$ cat src/rtl/uart_tx_fifo.sv
// UART transmit back-end: byte FIFO feeding an 8N1 serialiser with a fixed baud divider.
// Optional macro UART_TX_PARITY_EN inserts an even-parity bit (8E1 framing).
module uart_tx_fifo #(
    parameter int CLKS_PER_BIT = 868,
    parameter int FIFO_DEPTH   = 16
) (
    input  logic                        clk,
    input  logic                        reset,
    input  logic                        push_valid,
    input  logic [7:0]                  push_data,
    output logic                        push_ready,
    output logic [$clog2(FIFO_DEPTH):0] fifo_count,
    output logic                        busy,
    output logic                        tx
);
    localparam int PW = $clog2(FIFO_DEPTH);
    localparam int BW = (CLKS_PER_BIT > 1) ? $clog2(CLKS_PER_BIT) : 1;
    localparam logic [BW-1:0] BAUD_LAST = BW'(CLKS_PER_BIT - 1);
    localparam logic [PW:0]   COUNT_FULL = (PW+1)'(FIFO_DEPTH);

`ifdef UART_TX_PARITY_EN
    typedef enum logic [2:0] {IDLE, START, DATA, PARITY, STOP} state_t;
`else
    typedef enum logic [1:0] {IDLE, START, DATA, STOP} state_t;
`endif

    logic [7:0]    r_mem [FIFO_DEPTH];
    logic [PW-1:0] r_wptr, r_rptr;
    logic [PW:0]   r_count;
    state_t        r_state;
    logic [BW-1:0] r_baud;
    logic [2:0]    r_bit;
    logic [7:0]    r_shift;
    logic          r_tx;
`ifdef UART_TX_PARITY_EN
    logic          r_par;
`endif

    logic       w_full, w_push, w_pop, w_baud_done;
    logic [7:0] w_head;

    assign w_full      = (r_count == COUNT_FULL);
    assign w_push      = push_valid && !w_full;
    assign w_baud_done = (r_baud == BAUD_LAST);
    assign w_head      = r_mem[r_rptr];
    // The end of a stop bit pops directly into the next start bit so queued
    // frames leave back to back with no idle gap.
    assign w_pop       = (r_count != '0) &&
                         ((r_state == IDLE) || (r_state == STOP && w_baud_done));

    assign push_ready = !w_full;
    assign fifo_count = r_count;
    assign busy       = (r_state != IDLE) || (r_count != '0);
    assign tx         = r_tx;

    always_ff @(posedge clk) begin
        if (reset) begin
            r_wptr  <= '0;
            r_rptr  <= '0;
            r_count <= '0;
        end else begin
            if (w_push) begin
                r_mem[r_wptr] <= push_data;
                r_wptr        <= r_wptr + PW'(1);
            end
            if (w_pop)
                r_rptr <= r_rptr + PW'(1);
            case ({w_push, w_pop})
                2'b10:   r_count <= r_count + (PW+1)'(1);
                2'b01:   r_count <= r_count - (PW+1)'(1);
                default: r_count <= r_count;
            endcase
        end
    end

    always_ff @(posedge clk) begin
        if (reset) begin
            r_state <= IDLE;
            r_baud  <= '0;
            r_bit   <= '0;
            r_shift <= '0;
            r_tx    <= 1'b1;
`ifdef UART_TX_PARITY_EN
            r_par   <= 1'b0;
`endif
        end else begin
            case (r_state)
                IDLE: begin
                    r_tx <= 1'b1;
                    if (w_pop) begin
                        r_shift <= w_head;
                        r_tx    <= 1'b0;
                        r_baud  <= '0;
                        r_state <= START;
`ifdef UART_TX_PARITY_EN
                        r_par   <= ^w_head;
`endif
                    end
                end
                START: begin
                    if (w_baud_done) begin
                        r_baud  <= '0;
                        r_tx    <= r_shift[0];
                        r_bit   <= '0;
                        r_state <= DATA;
                    end else begin
                        r_baud <= r_baud + BW'(1);
                    end
                end
                DATA: begin
                    if (w_baud_done) begin
                        r_baud <= '0;
                        if (r_bit == 3'd7) begin
`ifdef UART_TX_PARITY_EN
                            r_tx    <= r_par;
                            r_state <= PARITY;
`else
                            r_tx    <= 1'b1;
                            r_state <= STOP;
`endif
                        end else begin
                            r_shift <= r_shift >> 1;
                            r_tx    <= r_shift[1];
                            r_bit   <= r_bit + 3'd1;
                        end
                    end else begin
                        r_baud <= r_baud + BW'(1);
                    end
                end
`ifdef UART_TX_PARITY_EN
                PARITY: begin
                    if (w_baud_done) begin
                        r_baud  <= '0;
                        r_tx    <= 1'b1;
                        r_state <= STOP;
                    end else begin
                        r_baud <= r_baud + BW'(1);
                    end
                end
`endif
                STOP: begin
                    if (w_baud_done) begin
                        r_baud <= '0;
                        if (w_pop) begin
                            r_shift <= w_head;
                            r_tx    <= 1'b0;
                            r_state <= START;
`ifdef UART_TX_PARITY_EN
                            r_par   <= ^w_head;
`endif
                        end else begin
                            r_state <= IDLE;
                        end
                    end else begin
                        r_baud <= r_baud + BW'(1);
                    end
                end
                default: r_state <= IDLE;
            endcase
        end
    end
endmodule
$ cat config.mk
export PLATFORM = sky130hd
export DESIGN_NAME = uart_tx_fifo
export DESIGN_NICKNAME = d
export VERILOG_FILES = /design/src/rtl/uart_tx_fifo.sv
export SDC_FILE = /design/constraint.sdc
export NUM_CORES = 1
export LEC_CHECK = 0
export CAP_MARGIN = 15
export CORE_MARGIN = 4
export CORE_UTILIZATION = 45
export DETAILED_ROUTE_END_ITERATION = 10
export GPL_TIMING_DRIVEN = 1
export SLEW_MARGIN = 20
export SYNTH_ARGS = -nofsm -noshare
export SYNTH_HDL_FRONTEND = slang
export SYNTH_SLANG_ARGS = --single-unit
$ cat constraint.sdc
create_clock -name clk -period 3.8 [get_ports clk]
set_clock_uncertainty 0.1 [all_clocks]
set_input_delay 1.14 -clock clk [delete_from_list [all_inputs] [get_ports clk]]
set_output_delay 1.14 -clock clk [all_outputs]
set_load 0.02 [all_outputs]
## Yosys cells after proc, flatten, opt, wreduce, memory -nomap -nowiden

Memory sizes are Yosys's and may differ from the RTL's. A register that Yosys moved wholly into a read port is not among the register bits.
Index checks and enable logic that the tools add are counted.

| storage, ports and cells | value |
|---|---|
| memories kept | 1 |
| output and inout port bits | 8 |
| flip-flop bits (word level) | 37 |
| bits in writable memories | 128 |

Memories:

| memory | depth | bits a word | read ports | clocked after memory_dff | wr ports | RTL line | text |
|---|---|---|---|---|---|---|---|
| r_mem | 16 | 8 | 1 | 1 | 1 | 27 | `logic [7:0] r_mem [FIFO_DEPTH];` |

| cells by class | value |
|---|---|
| mux-type cells | 32 |
| $add $sub $neg | 6 |
| reduce and logical (&&, ||, !) cells | 17 |
| equal/unequal tests | 15 |

Operators by type and width:

| kind | number |
|---|---|
| $mux 8 | 4 |
| $pmux 8 s3 | 1 |
| $mux 10 | 2 |
| $pmux 10 s2 | 1 |
| $ne 2x2->1 const B | 7 |
| $reduce_and 4->1 | 3 |
| $add 10x1->10 const B | 1 |
| $eq 10x10->1 const B | 1 |
| $mux 1 | 10 |
| $mux 2 | 5 |
| $pmux 5 s2 | 1 |
| $mux 3 | 3 |
| $add 4x1->4 const B | 2 |
| $mux 4 | 2 |
| $pmux 2 s4 | 1 |
| $eq 2x2->1 const B | 3 |
| $pmux 3 s2 | 1 |
| $reduce_bool 2->1 | 3 |
| $add 5x1->5 const B | 1 |
| $eq 5x5->1 const B | 1 |
| $reduce_and 5->1 | 1 |
| $reduce_bool 5->1 | 1 |
| $sub 5x1->5 const B | 1 |
| $eq 2x1->1 const B | 2 |
| 9 further kinds | 12 |

## Logic depth before layout (Yosys ltp)

| depth | value |
|---|---|
| depth after elaboration | 7 |
| gate-level depth with buffers | 11 |
| depth with buffers taken out | 11 |

## Least setup slack after synthesis

OpenSTA, ideal clock, no wires.

| timing | value |
|---|---|
| path kind | input -> register |
| from | input push_valid |
| to | register r_count[4] (netlist: fifo_count[4]) |
| stages on the path | 9 |
| required time | 3630 ps |
| setup slack | 544 ps |
| data arrival time | 3086 ps |
| setup time | 70 ps |
| path buffers | 0 |
| path through | a21boi_1 -> inv_1 -> ha_1 -> fa_1 -> a21o_1 -> a21oi_1 -> xor2_1 -> or3_1 -> a21oi_1 |

| on the way | value |
|---|---|
| cells in the longest elaborated chain, start to end | 3 |

Ends and longest elaborated chain:

| element | RTL line | text |
|---|---|---|
| start: declaration | 9 | `input logic push_valid,` |
| $logic_and 1x1->1 (*) | 43 | `assign w_push = push_valid && !w_full;` |
| $eq 2x1->1 or $eq 2x2->1 (tied branches) | 68 | `case ({w_push, w_pop})` |
| $pmux 5 s2 or $reduce_bool 2->1 (tied branches) | n/a |  |
| end signal: assignment | 69 | `2'b10: r_count <= r_count + (PW+1)'(1);` |
| end signal: assignment | 70 | `2'b01: r_count <= r_count - (PW+1)'(1);` |
| end signal: assignment | 71 | `default: r_count <= r_count;` |
| end: declaration | 29 | `logic [PW:0] r_count;` |

Every way passes the cells marked *; elsewhere a longest branch is shown, timed or not.
A chain may end at the register's enable or synchronous reset.

## Worst setup path after layout

| timing | value |
|---|---|
| from | register r_state[0] |
| to | output busy |

| on the way | value |
|---|---|
| cells in the longest elaborated chain, start to end | 2 |

Ends and longest elaborated chain:

| element | RTL line | text |
|---|---|---|
| start: declaration | 30 | `state_t r_state;` |
| start signal: assignment | 78 | `r_state <= IDLE;` |
| start signal: assignment | 94 | `r_state <= START;` |
| start signal: assignment | 105 | `r_state <= DATA;` |
| $reduce_bool 2->1 | 53 | `assign busy = (r_state != IDLE) \|\| (r_count != '0);` |
| $logic_or 1x1->1 | 53 |  |
| end: declaration | 13 | `output logic busy,` |

No other way between the ends.

==> results by group <==
Outcome
  • Outcome: completed

Global route
  • First-pass GRT wire length: between 20 and 25 mm
  • GRT overflow: 0
  • Vias in the first global route: around 4300
  • Initial antenna violation count: 0
  • Tot GR Track Use: 0.1755
  • Largest net degree at the start of global routing: 34

Detailed routing
  • 1st-iter DRT viols: 274
  • DR vias: 4166
  • WL/cell: 19.50 um
  • Residual DRC: 0
  • Routed wire length: ~15 mm
  • Antenna Nets Post-Route: 0
  • DR pass1 iterations: 4
  • Detail-routed via count per cell: 5.503

CTS
  • Cts bufs inserted: 17
  • Htree depth: 4
  • Sink Count: 169
  • CTS tree: done
  • CTS Buffer Depth: 2
  • Root Driver: clkbuf_16
  • CTS clk-pin slew, worst paths: 0.06 ns
  • Worst-Skew Late Latency: 0.42 ns

Layout
  • Diode count: 0
  • Nets: approximately 560
  • Final instance area: between 8000 and 9000 sq um
  • Fin cells: 757
  • Fillers: approximately 1300
  • Share of layout cells above drive strength 1: 0.1520
  • Synth-to-layout area growth: 14.60%

Floorplanning
  • Starting Density: 0.4661
  • Die Area: around 18000 sq um
  • Die height: approximately 130 um
  • Rows: 45
  • Chip width: 134.2 um
  • # IOs: 19
  • Area of the core: 15370 sq um

Synthesis
  • Syn Area/Cell: between 10 and 15 sq um
  • Synth Instances: 495
  • Syn_nets: 524
  • Synth top area cells: edfxtp_1 54%, dfxtp_1 11%, mux2i_1 5.6%, mux4_2 5.0%, ha_1 3.0%
  • Most common cell in the netlist: edfxtp_1
  • Main flop type after synthesis: edfxtp_1
  • Cell Area, Synth: 7164 sq um
  • FFs w/ async S/R, synth: 0
  • Seq/Total Area, Yosys: 0.6511
  • Yosys reg bits: 169
  • Most common library cells after synthesis: 128 x edfxtp_1, 46 x nor2_1, 41 x dfxtp_1, 40 x mux2i_1, 30 x nand2_1
  • Synth warnings: 0
  • Number of synthesized flops with an enable pin: 128
  • Post-synth top area share: 0.5365
  • Area leader, netlist: edfxtp_1
  • Cell variety after synth: 61

Placed design
  • Routability cong.: 0.8098
  • Placed Cells incl. Taps: 725
  • Port bufs: 18
  • Hpwl dp: 9.790 mm
  • Area after DPL: 7649 sq um

Power
  • Pleak: 2.775 nW
  • VDD IR max: 329.0 uV
  • Power Total: 5.494 mW
  • Pwr/cell area: 669.2 nW/um^2

STA
  • Fmax: approximately 280 MHz
  • Fin Setup TNS: 0 ns
  • Rel. slew slack: 0.4559
  • Unrepaired setup endpoints after global routing: no
  • Worst slew pin tran: roughly 0.82 ns
  • Period minus WS final: 3.520 ns
  • Final Hold Fails: 0
  • Final period utilization: 0.9263
  • Final Max Slew Viols: 0
  • Setup violations, final: 0

Critical path
  • Setup crit end kind: output port
  • CP required: 2.56 ns
  • Crit path launch type: flip-flop
  • Crit Path Class: flip-flop to output port
  • Max incr delay on CP: around 0.64 ns
  • CP arrival: 2.28 ns
  • CP max FO: 9
  • Slowest-stage cell, CP: clkdlybuf4s50_1
  • CP Cell Sequence: inv_1, ha_1, and3_1, inv_2, clkdlybuf4s50_1

Job
  • Max-capacitance violation count: 0

Hold path
  • Hold WC Path Type: flip-flop to flip-flop
==> cell families after synthesis <==
group	Yosys count	synth area share
xor+xnor	10	0.01222
simple gates	122	0.08208
buf+inv	35	0.02655
mux	56	0.1062
flops	169	0.6511
fa+ha+maj	18	0.03248
compound gates	85	0.08942
==> registers in the layout, summed over array words and instances, names as in the netlist, named ones only <==
| name | cells |
|---|---|
| r_baud | 10 |
| r_shift | 8 |
| r_state | 2 |
| r_bit | 3 |
| fifo_count | 5 |
| r_rptr | 4 |
| r_mem | 128 |
| r_wptr | 4 |
| tx | 1 |
==> metal layers <==
metal | routed length [um] | GRT usage | up-vias
li1 | - | - | 1984
met1 | 6699 | 0.2307 | 2089
met2 | 7340 | 0.2941 | 78
met3 | 554 | 0.03976 | 15
met4 | 163 | 0.04977 | 0
met5 | 0 | 0 | -
==> worst paths after layout <==
path,cells past startpoint,slack [ns],from,to
setup / recovery,5,0.28,r_state[0],busy
hold / removal,1,0.36,r_shift[3],r_shift[3]
setup reg to reg,10,0.56,fifo_count[0],fifo_count[4]
hold reg to reg,1,0.36,r_shift[3],r_shift[3]
==> cells in the final DEF (no fill, tap or decap), drive strengths merged, types with 5 or more instances in the layout <==
| master | Yosys | routed |
|---|---|---|
| edfxtp | 128 | 128 |
| inv | 10 | 15 |
| ha | 17 | 17 |
| mux2i | 40 | 40 |
| buf | 13 | 25 |
| nand2 | 30 | 30 |
| clkinv | 1 | 7 |
| and3 | 6 | 6 |
| a32o | 7 | 7 |
| a41oi | 5 | 5 |
| clkdlybuf4s50 | 0 | 18 |
| mux4 | 16 | 16 |
| xnor2 | 6 | 6 |
| dfxtp | 41 | 41 |
| o21ai | 13 | 13 |
| nor3 | 6 | 6 |
| nor2 | 47 | 47 |
| a21oi | 17 | 17 |
| a221oi | 5 | 5 |
| clkbuf | 11 | 20 |
| a22oi | 10 | 10 |
| nand2b | 9 | 9 |
| a221o | 5 | 5 |
==> layout make-up <==
class | instances | area [sq um] | area share
flip-flops and latches | 169 | 4667 | 0.5684
clock inverters | 12 | 117.6 | 0.01432
multi-input cells | 291 | 2316 | 0.2821
repair buffers | 43 | 367.9 | 0.04480
well taps | 211 | 264.0 | 0.03215
clock buffers | 20 | 436.7 | 0.05319
inverters | 11 | 41.29 | 0.005029
==> per-stage QoR <==
stage	util	hold WS (ns)	worst slack [ns]
after global placement	0.4976	0.3439	0.2096
after global routing	0.5341	0.3887	0.1530
final	0.5341	0.3604	0.2800
after CTS	0.5337	0.3636	0.1595
after detailed placement	0.4976	0.3478	0.1778
after floorplan	-	0.3332	0.5437
==> critical path: cells and delay by family (launching register included) <==
| family | cells | cell delay [ns] |
|---|---|---|
| AND/OR/NAND/NOR | 1 | 0.26 |
| adder cells (fa/ha/maj) | 1 | 0.31 |
| flip-flops | 1 | 0.37 |
| buffers and inverters | 3 | 0.92 |
==> repair_timing <==
item,4_1_cts,5_1_grt
resized for setup,0,1
buffers inserted,0,0
hold buffers,0,0
setup endpoints to repair,0,1
==> report_power, final <==
group	leakage (nW)	internal, mW	switching (mW)
clock	0.272	0.914	0.707
combinational	1.02	0.730	0.870
sequential	1.49	2.10	0.175
Note: power is estimated with default switching activity, not from simulation.
